**src/rtl/dot_max_tracker.sv**
```systemverilog
// Loads two LANES-wide unsigned banks, evaluates their dot product one lane per
// cycle, and tracks the largest result seen together with the sample index that produced it.
module dot_max_tracker #(
  parameter int LANES = 4,
  parameter int DW    = 4,
  parameter int CNT_W = 8,
  localparam int ACC_W = 2*DW + $clog2(LANES)
) (
  input  logic             clk,
  input  logic             rst_n,
  input  logic             clr,
  input  logic             in_valid,
  output logic             in_ready,
  input  logic             in_sel,
  input  logic [DW-1:0]    in_data,
  input  logic             start,
  output logic             busy,
  output logic             done,
  output logic [ACC_W-1:0] dot,
  output logic [ACC_W-1:0] max_val,
  output logic [CNT_W-1:0] max_idx,
  output logic             new_max,
  output logic [1:0]       fsm_state
);

  localparam int KW = $clog2(LANES + 1);

  typedef enum logic [1:0] {
    IDLE = 2'd0,
    MAC  = 2'd1,
    DONE = 2'd2
  } state_t;

  state_t state, state_n;

  logic [DW-1:0]    x_bank [LANES];
  logic [DW-1:0]    w_bank [LANES];
  logic [ACC_W-1:0] acc;
  logic [KW-1:0]    k;
  logic [CNT_W-1:0] sample_cnt;
  logic             have_max;
  logic             new_max_q;
  logic [2*DW-1:0]  prod;
  logic             load_fire;
  logic             eval_go;
  logic             mac_last;

  // Handshake: a load beat transfers on any rising edge where in_valid and
  // in_ready are both high; in_ready is high exactly when the FSM is idle.
  assign in_ready  = (state == IDLE);
  assign busy      = (state != IDLE);
  assign done      = (state == DONE);
  assign new_max   = new_max_q;
  assign fsm_state = state;

  assign load_fire = in_valid & in_ready;
  assign eval_go   = (state == IDLE) & start & ~in_valid;
  // The cycle with k == LANES adds nothing; it hands the finished sum to DONE.
  assign mac_last  = (state == MAC) & (k == KW'(LANES));

  always_comb begin
    prod = '0;
    for (int i = 0; i < LANES; i++) begin
      if (k == KW'(i)) prod = x_bank[i] * w_bank[i];
    end
  end

  always_ff @(posedge clk or negedge rst_n) begin
    if (!rst_n) state <= IDLE;
    else        state <= state_n;
  end

  always_comb begin
    state_n = state;
    case (state)
      IDLE:    if (eval_go) state_n = MAC;
      MAC:     if (mac_last) state_n = DONE;
      DONE:    state_n = IDLE;
      default: state_n = IDLE;
    endcase
  end

  always_ff @(posedge clk or negedge rst_n) begin
    if (!rst_n) begin
      for (int i = 0; i < LANES; i++) begin
        x_bank[i] <= '0;
        w_bank[i] <= '0;
      end
      acc        <= '0;
      k          <= '0;
      dot        <= '0;
      max_val    <= '0;
      max_idx    <= '0;
      sample_cnt <= '0;
      have_max   <= 1'b0;
      new_max_q  <= 1'b0;
    end else begin
      if (load_fire) begin
        for (int i = 0; i < LANES - 1; i++) begin
          if (in_sel) w_bank[i] <= w_bank[i+1];
          else        x_bank[i] <= x_bank[i+1];
        end
        if (in_sel) w_bank[LANES-1] <= in_data;
        else        x_bank[LANES-1] <= in_data;
      end

      if (eval_go) begin
        acc <= '0;
        k   <= '0;
      end else if (state == MAC && !mac_last) begin
        acc <= acc + ACC_W'(prod);
        k   <= k + KW'(1);
      end

      new_max_q <= 1'b0;
      if (mac_last) begin
        dot <= acc;
        // A clear landing on the completion edge discards this sample's max update.
        if (clr) begin
          max_val    <= '0;
          max_idx    <= '0;
          sample_cnt <= '0;
          have_max   <= 1'b0;
        end else begin
          sample_cnt <= sample_cnt + CNT_W'(1);
          if (!have_max || acc > max_val) begin
            max_val   <= acc;
            max_idx   <= sample_cnt;
            have_max  <= 1'b1;
            new_max_q <= 1'b1;
          end
        end
      end else if (clr) begin
        max_val    <= '0;
        max_idx    <= '0;
        sample_cnt <= '0;
        have_max   <= 1'b0;
      end
    end
  end

endmodule

```
**config.mk**
```make
export PLATFORM = sky130hd
export DESIGN_NAME = dot_max_tracker
export DESIGN_NICKNAME = d
export VERILOG_FILES = /design/src/rtl/dot_max_tracker.sv
export SDC_FILE = /design/constraint.sdc
export NUM_CORES = 1
export LEC_CHECK = 0
export CORE_MARGIN = 3
export CORE_UTILIZATION = 40
export DETAILED_ROUTE_END_ITERATION = 10
export PLACE_DENSITY = 0.69
export SLEW_MARGIN = 20
export SYNTH_ARGS = -nofsm -noshare
export SYNTH_HDL_FRONTEND = slang
export SYNTH_SLANG_ARGS = --single-unit
```
**constraint.sdc**
```tcl
create_clock -name clk -period 3.9 [get_ports clk]
set_clock_uncertainty 0.15 [all_clocks]
set_input_delay 0.39 -clock clk [delete_from_list [all_inputs] [get_ports clk]]
set_output_delay 0.39 -clock clk [all_outputs]
set_load 0.05 [all_outputs]
```
; ---- Word level (Yosys, flattened, before mapping)
; Cells that the tools add are included.
[word_totals]
out_inout_bits = 34
reg_bits = 85
input_bits = 10
elab_cells = 81
[classes]
addsub = 3
n_mux = 28
multipliers = 4
n_eq_ne = 8
reduce_logical = 14
order_cmp = 1
bitwise_logic = 6
[ops]
columns = cell, n
row1 = 8-bit 2-to-1 mux, 10
row2 = 10-bit 2-to-1 mux, 6
row3 = 4-bit by 4-bit multiplier with 8-bit output, 4
row4 = 10-bit by 8-bit adder with 10-bit output, 1
row5 = 10-bit > comparator, 1
row6 = 8-bit by 1-bit adder with 8-bit output (second input constant), 1
row7 = 2-bit AND reduction, 4
row8 = 2-bit nonzero test, 4
row9 = 1-bit 2-to-1 mux, 7
row10 = 3-bit by 2-bit equality test with 1-bit output (second input constant), 2
row11 = 3-bit 2-to-1 mux, 2
row12 = 1-bit AND, 4
row13 = 2-bit 2-to-1 mux, 2
row14 = 2-bit case mux with 2 select lines, 1
row15 = 3-bit by 1-bit adder with 3-bit output (second input constant), 1
row16 = 3-bit by 1-bit equality test with 1-bit output (second input constant), 1
row17 = 3-bit equality test (second input constant), 1
row18 = 3-bit logical NOT, 1
row19 = 2-bit by 1-bit equality test with 1-bit output (second input constant), 1
row20 = 2-bit equality test (second input constant), 1
row21 = 1-bit logical NOT, 2
row22 = 2-bit logical NOT, 1
row23 = 2-bit by 1-bit inequality test with 1-bit output (second input constant), 1
row24 = 2-bit inequality test (second input constant), 1
row25 = 3 further kinds, 4

; ---- Logic depth before layout (Yosys ltp)
[depth]
depth_word = 8
depth_mapped = 18
depth_no_buf = 18

; ---- Least setup slack after synthesis
; Ideal clock, no wire load.
[synth_path]
path_kind = register to register
from = register x_bank[8] (netlist name)
to = register acc[6]
path_slack_ns = -0.304
synth_period_minus_slack_ns = 4.204
t_arrival_ns = 3.933
setup_time_ns = 0.122
path_buffers = 0
required_time_ns = 3.628
stages_incl_launch_ff = 16
cell_sequence = dfrtp_1 nand2_1 fa_1 inv_1 fa_1 inv_1 fa_1 o22ai_1 mux2_2 a22o_1 ha_1 o21ai_0 a21boi_0 o21a_1 or3_1 a32o_1
[synth_via]
elab_chain_len = 7
[synth_lines]
columns = item, line
row1 = "start, declared", 36  ; logic [DW-1:0] x_bank [LANES];
row2 = "start signal, assigned by index", 101  ; else x_bank[i] <= x_bank[i+1];
row3 = "start signal, assigned by index", 104  ; else x_bank[LANES-1] <= in_data;
row4 = 4-bit by 4-bit multiplier with 8-bit output, 64  ; if (k == KW'(i)) prod = x_bank[i] * w_bank[i];
row5 = 8-bit 2-to-1 mux (3 in a row), 64
row6 = 10-bit by 8-bit adder with 10-bit output, 111  ; acc <= acc + ACC_W'(prod);
row7 = 10-bit 2-to-1 mux, 110  ; end else if (state == MAC && !mac_last) begin
row8 = 10-bit 2-to-1 mux, 107  ; if (eval_go) begin
row9 = "end signal, assigned", 111
row10 = "end, declared", 38  ; logic [ACC_W-1:0] acc;
; No other way between the ends. The select of a mux whose other input is x is not followed.
; A chain may end at the register's enable or synchronous reset.

; ---- Worst setup path in the final report
[layout_path]
from = register w_bank[13] (netlist name)
to = register acc[9]
[layout_via]
elab_chain_len = 8
[layout_lines]
columns = item, line
row1 = "start, declared", 37  ; logic [DW-1:0] w_bank [LANES];
row2 = "start signal, assigned by index", 100  ; if (in_sel) w_bank[i] <= w_bank[i+1];
row3 = "start signal, assigned by index", 103  ; if (in_sel) w_bank[LANES-1] <= in_data;
row4 = 4-bit by 4-bit multiplier with 8-bit output, 64
row5 = 8-bit 2-to-1 mux (4 in a row), 64
row6 = 10-bit by 8-bit adder with 10-bit output, 111
row7 = 10-bit 2-to-1 mux, 110
row8 = 10-bit 2-to-1 mux, 107
; No other way between the ends. The select of a mux whose other input is x is not followed.

==> run_results.csv <==
group,metric,value,unit
run_status,status,"complete, but fails checks",
run_status,violations,"negative hold slack, negative setup slack",
critical_path,worstPathArrival,4300,ps
power_and_ir_drop,powerDensity,925,nW/µm²
grt,grt_pass1_wl,23000,µm
power_and_ir_drop,finalPower,6.79,mW
finish,final_area,7340,µm²
die,initial_utilization,41.6,%
die,die_h,127,µm
clock_network,cts_buffers,9,
clock_network,clock_sinks,85,
power_and_ir_drop,p_int,3.81,mW
grt,grtUsageTotal,17.5,%
grt,grt-ovfl-total,0,
routing,wl_per_cell,15.9,µm
sta,min_period_over_period,109,%
finish,regArea,2130,µm²
placed_design,place.gp.congestion,0.896,
synth,syn_nets,668,
synth,yosys_warnings,0,
critical_path,r2r_slack,-330,ps
placed_design,hpwlAfterDp,10200,µm
finish,diodes,0,
power_and_ir_drop,ir_drop,0.000478,V
synth,synth_ff_type,"dfrtp_1",
routing,first_pass_iters,4,
clock_network,clock_latency,360,ps
sta,setup_viol,4,
synth,synth_cell_types,52,
min_path,hold_path_class,"in2async",
clock_network,cts_tree,"done",
critical_path,required,3960,ps
clock_network,cts.path.max_buffers,2,
critical_path,critPathTopFamily,"adder cells",
grt,grt_max_degree,86,
critical_path,r2r_start,"w_bank[13]",
finish,nNetsFinal,764,
sta,finalHoldViolCount,85,
power_and_ir_drop,comb_power_share,66.0,%
power_and_ir_drop,switching_share,43.8,%
finish,multi_input_area,3670,µm²
finish,syn_to_final_growth,25.2,%
critical_path,path_class,"reg2reg",
synth,ys_ff_latch,85,
sta,slew_headroom,43.9,%
critical_path,cp_cell_sequence,"nand2_2, fa_1, inv_1, fa_1, ha_4, a211oi_4, o21bai_1, a21oi_1, xor2_1, or4_1, a32oi_1, ha_1, a21oi_2, nor3b_2, a31oi_1, xor2_1, nor2_1",
die,ios,44,
critical_path,rr_worst_depth,17,
power_and_ir_drop,seqPwrFrac,20.7,%
sta,rsz0062_at_grt,"yes",
finish,nFillCells,1245,
sta,hold_ws,-60.0,ps
finish,post-route-util,52.0,%
placed_design,io_buffer_count,43,
synth,synth_edf_count,0,
sta,max_freq,0.236,GHz
sta,min_period,4230,ps
sta,tns,-1010,ps
critical_path,worstPathMaxFanout,4,
routing,finalWirelength,13500,µm
grt,grt_antenna_before_repair,0,
critical_path,cpPeakStageDelay,540,ps
die,fp.dieW,127,µm
finish,drive_gt1_share,23.7,%
synth,netlist_instances,569,
sta,tightest_slew,842,ps
clock_network,htreeDepth,3,
critical_path,startpoint_type,"flip-flop",
die,die-area,16100,µm²
synth,syn_avg_cell_area,10.3,µm²
power_and_ir_drop,netSwitchingPower,2.98,mW
routing,ant_nets,0,
flow_run,maxCapViolations,0,
critical_path,cp_num_buf_inv,1,
critical_path,cp_slowest_cell,"fa_1",
sta,maxSlewViolCount,0,
clock_network,clockRootBuffer,"clkbuf_16",
routing,drcViolationCount,0,
clock_network,clk_pin_slew,70,ps
synth,ys_seq_area_share,36.3,%
routing,drtIter0Drc,183,
routing,vias_per_cell,5.26,
die,rows,43,
routing,num_vias,4468,
power_and_ir_drop,leakagePower,3.58,nW
synth,async_flop_share,100,%
placed_design,dpl_cell_area,6890,µm²
critical_path,endpoint_kind,"flip-flop",
sta,setup_ws,-335,ps
grt,grt_pass1_vias,4788,
critical_path,worstReg2RegEnd,"acc[9]",
power_and_ir_drop,p_clk_share,13.3,%
synth,syn_area,5860,µm²
die,design.core.area,14100,µm²
metal layers:
layer,global-route usage [%],share of wire [%],vias up
met4,5.87,2.1,0
met1,21.6,45,2184
met5,0,0,-
met2,29.8,50,80
met3,4.64,3.6,27
li1,-,-,2177
cell usage after synthesis (all sizes together) (2+ instances only):
cell type / n / area, µm²
a32oi: 2 / 25.0
mux2: 33 / 372
o31ai: 2 / 15.0
o21ai: 23 / 115
and4: 2 / 17.5
nor2: 21 / 78.8
and3: 6 / 37.5
nand3: 6 / 42.5
xnor2: 10 / 87.6
o21a: 2 / 15.0
and2: 46 / 288
nor2b: 3 / 18.8
clkbuf: 9 / 33.8
nor3: 2 / 10.0
buf: 6 / 35.0
nand4: 2 / 12.5
xor2: 14 / 123
o22ai: 4 / 25.0
nor3b: 7 / 63.8
a31oi: 3 / 18.8
ha: 72 / 901
nand2b: 2 / 12.5
mux2i: 5 / 50.1
a22o: 22 / 215
fa: 17 / 340
nand2: 68 / 255
inv: 38 / 143
a21o: 11 / 82.6
o41ai: 2 / 17.5
o21bai: 4 / 30.0
a211oi: 4 / 30.0
dfrtp: 85 / 2130
a32o: 2 / 20.0
a21oi: 24 / 124
state kept, by name, summed over array words and instances, names as in the netlist, 2 cells and up:
name and flops:
w_bank 16, max_idx 8, k 3, acc 10, dot 10, sample_cnt 8
fsm_state 2, x_bank 16, max_val 10
how the worst max path moves through the flow:
stage	from	end	slack, ps	cells past startpoint
floorplan	x_bank[8]	acc[6]	-80	15
global placement	x_bank[14]	acc[9]	-200	16
detailed placement	w_bank[15]	acc[9]	-370	17
CTS	w_bank[15]	acc[9]	-300	17
global route	w_bank[13]	acc[9]	-480	17
finish	w_bank[13]	acc[9]	-330	17
stage by stage:
step / worst slack (ps) / hold slack, ps / instances
finish: -335 / -60.0 / 850
global route: -480 / 4.43 / 850
CTS: -301 / 134 / 848
detailed placement: -367 / 314 / 830
global placement: -205 / 310 / 830
floorplan: -78.4 / -55.6 / 569
cell type report:
cell class              count  area share [%]
flip-flops and latches     85            29.0
inverters                  39            2.00
clock buffers               9            3.07
well taps                 180            3.07
repair buffers            100            11.7
clock inverters             7            1.11
multi-input cells         430            50.0
layout by cell type (no fill, tap or decap), drive strengths merged, types with 17 or more instances in the layout:
cell	Yosys	final
a21oi	24	24
a22o	22	22
and2	46	46
buf	6	58
clkdlybuf4s50	0	42
dfrtp	85	85
fa	17	17
ha	72	72
inv	38	41
mux2	33	33
nand2	68	68
nor2	21	21
o21ai	23	23
power by group through the flow:
stage	Sequential, mW	Combinational [mW]	Clock (mW)
floorplan	1.61	2.57	0
global placement	1.41	4.05	0
detailed placement	1.43	4.19	0
CTS	1.41	4.35	0.924
global route	1.45	4.97	0.961
finish	1.41	4.48	0.901
cell families (layout without fill, tap and decap cells):
| logic type | after synthesis | count (layout) | share of synthesized area, % |
|---|---|---|---|
| buffers and inverters | 54 | 155 | 3.67 |
| AND/OR/NAND/NOR | 171 | 171 | 15.1 |
| AO/OA/AOI/OAI | 108 | 108 | 13.0 |
| XOR/XNOR | 24 | 24 | 3.59 |
| flip-flops | 85 | 85 | 36.3 |
| adder cells (fa/ha/maj) | 89 | 89 | 21.2 |
| multiplexers | 38 | 38 | 7.20 |
timing repair:
item / in CTS / in global routing
resized for setup: 14 / 16
endpoints found under the setup margin: 5 / 6
hold buffers: 0 / 0
hold endpoints to repair: 0 / 0
pin swaps: 29 / 16
setup buffers: 2 / 2
(Power assumes the default switching activity.)
